File: config.mk
export PLATFORM = sky130hd
export DESIGN_NAME = mem_stage_lsx_flat
export DESIGN_NICKNAME = d
export VERILOG_FILES = /design/src/rtl/mem_stage_lsx_if.sv /design/src/rtl/mem_stage_lsx.sv /design/src/flat_wrapper.sv
export SDC_FILE = /design/constraint.sdc
export NUM_CORES = 1
export LEC_CHECK = 0
export ABC_AREA = 0
export ABC_CLOCK_PERIOD_IN_PS = 5400
export CORE_MARGIN = 3
export CORE_UTILIZATION = 48
export CTS_CLUSTER_DIAMETER = 40
export DETAILED_ROUTE_END_ITERATION = 12
export GPL_TIMING_DRIVEN = 0
export PLACE_DENSITY = 0.95
export SYNTH_ARGS = -nofsm -noshare
export SYNTH_HDL_FRONTEND = slang
export SYNTH_SLANG_ARGS = --single-unit
export TNS_END_PERCENT = 50
File: constraint.sdc
create_clock -name i_clk -period 5.4 [get_ports i_clk]
set_clock_uncertainty 0.05 [all_clocks]
set_input_delay 0.81 -clock i_clk [delete_from_list [all_inputs] [get_ports i_clk]]
set_output_delay 0.81 -clock i_clk [all_outputs]
set_load 0.02 [all_outputs]
File: src/rtl/mem_stage_lsx_if.sv
// MEM stage connection bundle: EXE->MEM entry, MEM->WB entry, data SRAM response and ID forwarding.
// The DUT side uses the slave modport; the driving environment uses the master modport.
interface mem_stage_lsx_if #(
  parameter int XLEN = 32,
  parameter int PC_W = 32,
  parameter int RA_W = 5
);
  localparam int ES_BUS_W = 8 + RA_W + XLEN + PC_W;
  localparam int WS_BUS_W = 1 + RA_W + XLEN + PC_W;
  localparam int FWD_W    = RA_W + XLEN + 2;

  logic                ws_allowin;
  logic                ms_allowin;
  logic                es_to_ms_valid;
  logic [ES_BUS_W-1:0] es_to_ms_bus;
  logic                ms_to_ws_valid;
  logic [WS_BUS_W-1:0] ms_to_ws_bus;
  logic                ms_flush;
  logic                data_sram_data_ok;
  logic [XLEN-1:0]     data_sram_rdata;
  logic [FWD_W-1:0]    ms_fwd_bus;

  modport master (
    output ws_allowin,
    output es_to_ms_valid,
    output es_to_ms_bus,
    output ms_flush,
    output data_sram_data_ok,
    output data_sram_rdata,
    input  ms_allowin,
    input  ms_to_ws_valid,
    input  ms_to_ws_bus,
    input  ms_fwd_bus
  );

  modport slave (
    input  ws_allowin,
    input  es_to_ms_valid,
    input  es_to_ms_bus,
    input  ms_flush,
    input  data_sram_data_ok,
    input  data_sram_rdata,
    output ms_allowin,
    output ms_to_ws_valid,
    output ms_to_ws_bus,
    output ms_fwd_bus
  );
endinterface

File: src/rtl/mem_stage_lsx.sv
// Memory-access pipeline stage: waits on variable-latency SRAM data, buffers it across WB stalls,
// extracts/extends load lanes, drops responses of flushed loads and drives the ID forwarding bus.
//   state   | meaning
//   ST_IDLE | no entry, or entry needs no SRAM response (ready immediately)
//   ST_WAIT | entry issued an SRAM request and its data_ok has not arrived
//   ST_HOLD | response captured in r_rdata_buf while WB stalls
module mem_stage_lsx #(
  parameter int XLEN      = 32,
  parameter int PC_W      = 32,
  parameter int RA_W      = 5,
  parameter int MAX_OUTST = 2
) (
  input  logic            i_clk,
  input  logic            i_resetn,
  mem_stage_lsx_if.slave  bus
);
  localparam int ES_BUS_W = 8 + RA_W + XLEN + PC_W;
  localparam int OFF_W    = $clog2(XLEN / 8);
  localparam int DROP_W   = $clog2(MAX_OUTST + 1);
  localparam logic [DROP_W-1:0] DROP_MAX = DROP_W'(MAX_OUTST);
  localparam logic [DROP_W-1:0] DROP_ONE = DROP_W'(1);

  typedef enum logic [1:0] {
    ST_IDLE = 2'd0,
    ST_WAIT = 2'd1,
    ST_HOLD = 2'd2
  } state_t;

  state_t              r_state;
  state_t              w_state_nxt;
  logic                r_ms_valid;
  logic [ES_BUS_W-1:0] r_es_bus;
  logic [XLEN-1:0]     r_rdata_buf;
  logic [DROP_W-1:0]   r_drop_cnt;

  logic                w_mem_req;
  logic [4:0]          w_ld_op;
  logic                w_res_from_mem;
  logic                w_gr_we;
  logic [RA_W-1:0]     w_dest;
  logic [XLEN-1:0]     w_alu_result;
  logic [PC_W-1:0]     w_pc;
  logic                w_in_mem_req;

  logic                w_data_ok_entry;
  logic                w_ready_go;
  logic                w_allowin;
  logic                w_drop_inc;
  logic                w_drop_dec;

  logic [XLEN-1:0]     w_rdata;
  logic [OFF_W-1:0]    w_off;
  logic [7:0]          w_byte;
  logic [15:0]         w_half;
  logic [31:0]         w_word;
  logic [XLEN-1:0]     w_load;
  logic [XLEN-1:0]     w_final;
  logic                w_fwd_we;
  logic                w_fwd_blk;

  assign {w_mem_req, w_ld_op, w_res_from_mem, w_gr_we, w_dest, w_alu_result, w_pc} = r_es_bus;
  assign w_in_mem_req = bus.es_to_ms_bus[ES_BUS_W-1];

  // A data_ok seen while drops are pending belongs to an older, flushed load.
  assign w_data_ok_entry = bus.data_sram_data_ok && (r_drop_cnt == '0);
  assign w_ready_go      = (r_state != ST_WAIT) || w_data_ok_entry;
  assign w_allowin       = !r_ms_valid || (w_ready_go && bus.ws_allowin);
  assign w_drop_inc      = r_ms_valid && bus.ms_flush && (r_state == ST_WAIT) && !w_data_ok_entry;
  assign w_drop_dec      = bus.data_sram_data_ok && (r_drop_cnt != '0);

  always_comb begin
    w_state_nxt = r_state;
    if (bus.ms_flush) begin
      w_state_nxt = ST_IDLE;
    end else if (w_allowin) begin
      w_state_nxt = (bus.es_to_ms_valid && w_in_mem_req) ? ST_WAIT : ST_IDLE;
    end else if ((r_state == ST_WAIT) && w_data_ok_entry) begin
      w_state_nxt = ST_HOLD;
    end
  end

  always_ff @(posedge i_clk) begin
    if (!i_resetn) begin
      r_state     <= ST_IDLE;
      r_ms_valid  <= 1'b0;
      r_es_bus    <= '0;
      r_rdata_buf <= '0;
      r_drop_cnt  <= '0;
    end else begin
      r_state <= w_state_nxt;
      if (bus.ms_flush) begin
        r_ms_valid <= 1'b0;
      end else if (w_allowin) begin
        r_ms_valid <= bus.es_to_ms_valid;
      end
      if (w_allowin && bus.es_to_ms_valid) begin
        r_es_bus <= bus.es_to_ms_bus;
      end
      if ((r_state == ST_WAIT) && (w_state_nxt == ST_HOLD)) begin
        r_rdata_buf <= bus.data_sram_rdata;
      end
      if (w_drop_inc && !w_drop_dec && (r_drop_cnt != DROP_MAX)) begin
        r_drop_cnt <= r_drop_cnt + DROP_ONE;
      end else if (w_drop_dec && !w_drop_inc) begin
        r_drop_cnt <= r_drop_cnt - DROP_ONE;
      end
    end
  end

  assign w_rdata = (r_state == ST_HOLD) ? r_rdata_buf : bus.data_sram_rdata;
  assign w_off   = w_alu_result[OFF_W-1:0];
  assign w_byte  = w_rdata[8*w_off +: 8];
  assign w_half  = w_rdata[16*w_off[OFF_W-1:1] +: 16];

  generate
    if (XLEN == 64) begin : g_word64
      assign w_word = w_rdata[32*w_off[OFF_W-1] +: 32];
    end else begin : g_word32
      assign w_word = w_rdata[31:0];
    end
  endgenerate

  // ld_op = {b, bu, h, hu, w}; zero ld_op returns the raw XLEN word.
  always_comb begin
    w_load = w_rdata;
    if (w_ld_op[4]) begin
      w_load = XLEN'($signed(w_byte));
    end else if (w_ld_op[3]) begin
      w_load = XLEN'(w_byte);
    end else if (w_ld_op[2]) begin
      w_load = XLEN'($signed(w_half));
    end else if (w_ld_op[1]) begin
      w_load = XLEN'(w_half);
    end else if (w_ld_op[0]) begin
      w_load = XLEN'($signed(w_word));
    end
  end

  assign w_final   = w_res_from_mem ? w_load : w_alu_result;
  assign w_fwd_we  = r_ms_valid && w_gr_we && (w_dest != '0);
  assign w_fwd_blk = w_fwd_we && w_res_from_mem && !w_ready_go;

  assign bus.ms_allowin     = w_allowin;
  assign bus.ms_to_ws_valid = r_ms_valid && w_ready_go && !bus.ms_flush;
  assign bus.ms_to_ws_bus   = {w_gr_we, w_dest, w_final, w_pc};
  assign bus.ms_fwd_bus     = {w_fwd_we, w_fwd_blk, w_dest, w_final};
endmodule

File: src/flat_wrapper.sv
// flat-port wrapper written by rule: the top's interface ports become plain ports
module mem_stage_lsx_flat 
#(
  parameter int XLEN      = 32,
  parameter int PC_W      = 32,
  parameter int RA_W      = 5,
  parameter int MAX_OUTST = 2
)
  (i_clk, i_resetn, bus_ws_allowin, bus_es_to_ms_valid, bus_es_to_ms_bus, bus_ms_flush, bus_data_sram_data_ok, bus_data_sram_rdata, bus_ms_allowin, bus_ms_to_ws_valid, bus_ms_to_ws_bus, bus_ms_fwd_bus);
  mem_stage_lsx_if #(.XLEN(XLEN), .PC_W(PC_W), .RA_W(RA_W)) bus_i ();
  input  logic i_clk;
  input  logic i_resetn;
  input wire logic [$bits(bus_i.ws_allowin)-1:0] bus_ws_allowin;
  input wire logic [$bits(bus_i.es_to_ms_valid)-1:0] bus_es_to_ms_valid;
  input wire logic [$bits(bus_i.es_to_ms_bus)-1:0] bus_es_to_ms_bus;
  input wire logic [$bits(bus_i.ms_flush)-1:0] bus_ms_flush;
  input wire logic [$bits(bus_i.data_sram_data_ok)-1:0] bus_data_sram_data_ok;
  input wire logic [$bits(bus_i.data_sram_rdata)-1:0] bus_data_sram_rdata;
  output wire logic [$bits(bus_i.ms_allowin)-1:0] bus_ms_allowin;
  output wire logic [$bits(bus_i.ms_to_ws_valid)-1:0] bus_ms_to_ws_valid;
  output wire logic [$bits(bus_i.ms_to_ws_bus)-1:0] bus_ms_to_ws_bus;
  output wire logic [$bits(bus_i.ms_fwd_bus)-1:0] bus_ms_fwd_bus;
  assign bus_i.ws_allowin = bus_ws_allowin;
  assign bus_i.es_to_ms_valid = bus_es_to_ms_valid;
  assign bus_i.es_to_ms_bus = bus_es_to_ms_bus;
  assign bus_i.ms_flush = bus_ms_flush;
  assign bus_i.data_sram_data_ok = bus_data_sram_data_ok;
  assign bus_i.data_sram_rdata = bus_data_sram_rdata;
  assign bus_ms_allowin = bus_i.ms_allowin;
  assign bus_ms_to_ws_valid = bus_i.ms_to_ws_valid;
  assign bus_ms_to_ws_bus = bus_i.ms_to_ws_bus;
  assign bus_ms_fwd_bus = bus_i.ms_fwd_bus;
  mem_stage_lsx #(.XLEN(XLEN), .PC_W(PC_W), .RA_W(RA_W), .MAX_OUTST(MAX_OUTST)) u_core (.i_clk(i_clk), .i_resetn(i_resetn), .bus(bus_i));
endmodule
==> metrics.cfg <==
[yosys]
yosys.cell_types.count=46
synth_edf_count=0
syn-cell-area_sq_um=6010
synthesis.nets=897
yosys_most_used_dff=dfxtp_1
synth-seq-cells=112
yosysWarningCount=0
synthArstFlopShare_pct=0
ys_seq_area_share_pct=37.3
syn_area_per_cell_sq_um=7.69
synth_cells=782

[sta]
slew_headroom_pct=49.8
rsz0062_at_grt=no
fmax_mhz=232
worst_pin_slew_ps=751
drv_slew=0
hold_violations=0
period_minus_slack_ps=4310
finalCritPeriodShare_pct=79.8
setup_viol=0
fin_setup_tns_ps=0

[clocking]
root_buffer=clkbuf_16
cts_setup_buffers=0
cts_tree=done
clk_latency_ps=360
cts.sinks=112
ctsResizeCount=0
cts-htree-levels=3
clk_pin_slew_ps=70
cts-buffers-inserted=9
cts_hold_buf=0
clockBufferDepth=2

[drt]
remaining_drc_errors=0
detail-route-antenna-nets=0
first_iter_violations=598
dr.pass1.iters=6
vias=6468
routed_wl_microns=20100
wl_per_cell_microns=16.9
via_per_inst=5.44

[placement]
io_buffers=224
routabilityCongestion=0.915
dp_hpwl_microns=15400

[finish]
final_cell_mix=clkdlybuf4s50_1 (224), nand2_1 (188), dfxtp_1 (112)
layout-drive-gt1-share_pct=12.4
fin_util_pct=72.4
antennaDiodeCount=0
area_growth_pct=45.7
fillers=927
fin_nets=1132
final_common_cell=clkdlybuf4s50_1

[setup_path]
crit_required_ps=4540
reg2reg_from=u_core.r_drop_cnt[1]
critical_path_buf_inv_count=5
start_kind=primary input
path_cells=clkdlybuf4s50_1 > inv_1 > mux4_2 > a211oi_4 > buf_4 > nand2_1 > nand3_1 > buf_4 > clkdlybuf4s50_1
critPathMaxFanout=10
crit_path_end_kind=output port
path_depth=9
r2r-end=u_core.r_es_bus[32]
slowest_delay_ps=620
r2r_cells=7
critPathKind=primary input to output port
r2r_slack_ps=2840
crit_start=bus_data_sram_rdata[31]
arrival_ps=3450
critPathTopFamily=buffers and inverters
slowest_stage=clkdlybuf4s50_1
cp-endpoint=bus_ms_to_ws_bus[57]

[min_path]
min_path_type=flop to flop

[global_route]
grt_pass1_vias=6386
antenna_found_initial=0
grt_pass1_wl_microns=32000
grt_max_degree=19
grt_use_total_pct=28.0
gr-total-overflow=0

[run]
cap_violations=0

[floorplanning]
die_w_microns=118
io_pins=226
start_util_pct=49.7
fp.dieH_microns=118
die-area_sq_um=13900
core_region_area_sq_um=12100
rows=40

[run_status]
status=finished, final reports clean

[power_and_ir_drop]
ir_drop_v=0.000287
powerDensity_nw_per_um2=247
p_leak_nw=3.54

==> worst reg2reg max path: stages (launching register included) <==
cell      delay [ps]
dfxtp_1          360
nor3b_2          340
o21ai_0          240
a21boi_1         660
buf_2            360
buf_4            220
nand3_1          130
o21ai_0          120
==> state kept, by name, indices dropped and copies added, names as in the netlist <==
register            count
u_core.r_ms_valid       1
u_core.r_drop_cnt       2
u_core.r_es_bus        75
u_core.r_state          2
u_core.r_rdata_buf     32
==> layer usage <==
metal	track usage [%]	part of all wire, %	vias to the layer above
li1	-	-	3079
met1	32.6	39	3029
met2	47.8	49	299
met3	9.42	9.0	61
met4	10.5	3.4	0
met5	0	0	-
==> cell usage after synthesis (2+ instances only) <==
cell type / n / area share [%]
buf_4: 90 / 11
mux2_2: 8 / 1.5
clkbuf_2: 2 / 0.17
nor3_1: 2 / 0.17
a21oi_1: 7 / 0.58
a222oi_1: 5 / 0.83
o21a_1: 2 / 0.25
o2bb2ai_1: 2 / 0.29
mux2i_1: 29 / 4.8
nand3_1: 93 / 7.7
dfxtp_1: 112 / 37
a22o_1: 5 / 0.73
a21boi_1: 18 / 2.2
a21boi_0: 15 / 1.9
nand2_1: 188 / 12
clkbuf_1: 44 / 2.7
nand2b_1: 5 / 0.52
a31oi_1: 3 / 0.31
buf_2: 2 / 0.17
a21o_1: 2 / 0.25
nor3b_1: 2 / 0.25
nor2_1: 10 / 0.62
o31ai_1: 2 / 0.25
o221ai_1: 8 / 1.2
mux4_2: 2 / 0.75
o21ai_0: 98 / 8.2
inv_1: 7 / 0.44
==> metrics by stage <==
stage | std cells | worst slack [ps] | power [mW] | cell area (sq um) | hold slack [ps]
global placement | 1174 | 1160 | 1.48 | 8470 | 387
floorplan | 782 | 2250 | 1.20 | 6010 | 381
global route | 1190 | 963 | 2.24 | 8760 | 425
CTS | 1190 | 1130 | 2.16 | 8760 | 404
detailed placement | 1174 | 1140 | 1.49 | 8470 | 394
finish | 1190 | 1090 | 2.17 | 8760 | 405
==> worst min-delay path by stage <==
stage / end / cells after the start / start
2_1_floorplan: u_core.r_rdata_buf[7] / 2 / u_core.r_rdata_buf[7]
3_3_place_gp: u_core.r_rdata_buf[7] / 2 / u_core.r_rdata_buf[7]
3_5_place_dp: u_core.r_rdata_buf[8] / 2 / u_core.r_rdata_buf[8]
4_1_cts: u_core.r_rdata_buf[8] / 2 / u_core.r_rdata_buf[8]
5_1_grt: u_core.r_rdata_buf[14] / 2 / u_core.r_rdata_buf[14]
6_report: u_core.r_rdata_buf[17] / 2 / u_core.r_rdata_buf[17]
==> final cells by class <==
cell class | count | area (sq um) | area share, %
clock inverters | 7 | 71.3 | 0.814
well taps | 168 | 210 | 2.40
plain buffers | 139 | 872 | 9.95
inverters | 8 | 30.0 | 0.343
repair buffers | 224 | 2240 | 25.6
clock buffers | 9 | 225 | 2.57
multi-input cells | 523 | 2870 | 32.8
flip-flops and latches | 112 | 2240 | 25.6
==> kinds of logic after synthesis <==
| family | Yosys count | share of synthesized area [%] |
|---|---|---|
| mux | 40 | 7.26 |
| compound gates | 176 | 18.4 |
| simple gates | 307 | 22.1 |
| flops | 112 | 37.3 |
| buf+inv | 147 | 15.0 |
==> report_power, final <==
part,internal [mW],total (mW),switching (mW)
Clock,0.361,0.686,0.324
Combinational,0.305,0.599,0.294
Sequential,0.861,0.882,0.0214
Total,1.53,2.17,0.640
No activity file was read; power rests on OpenSTA's default activity.
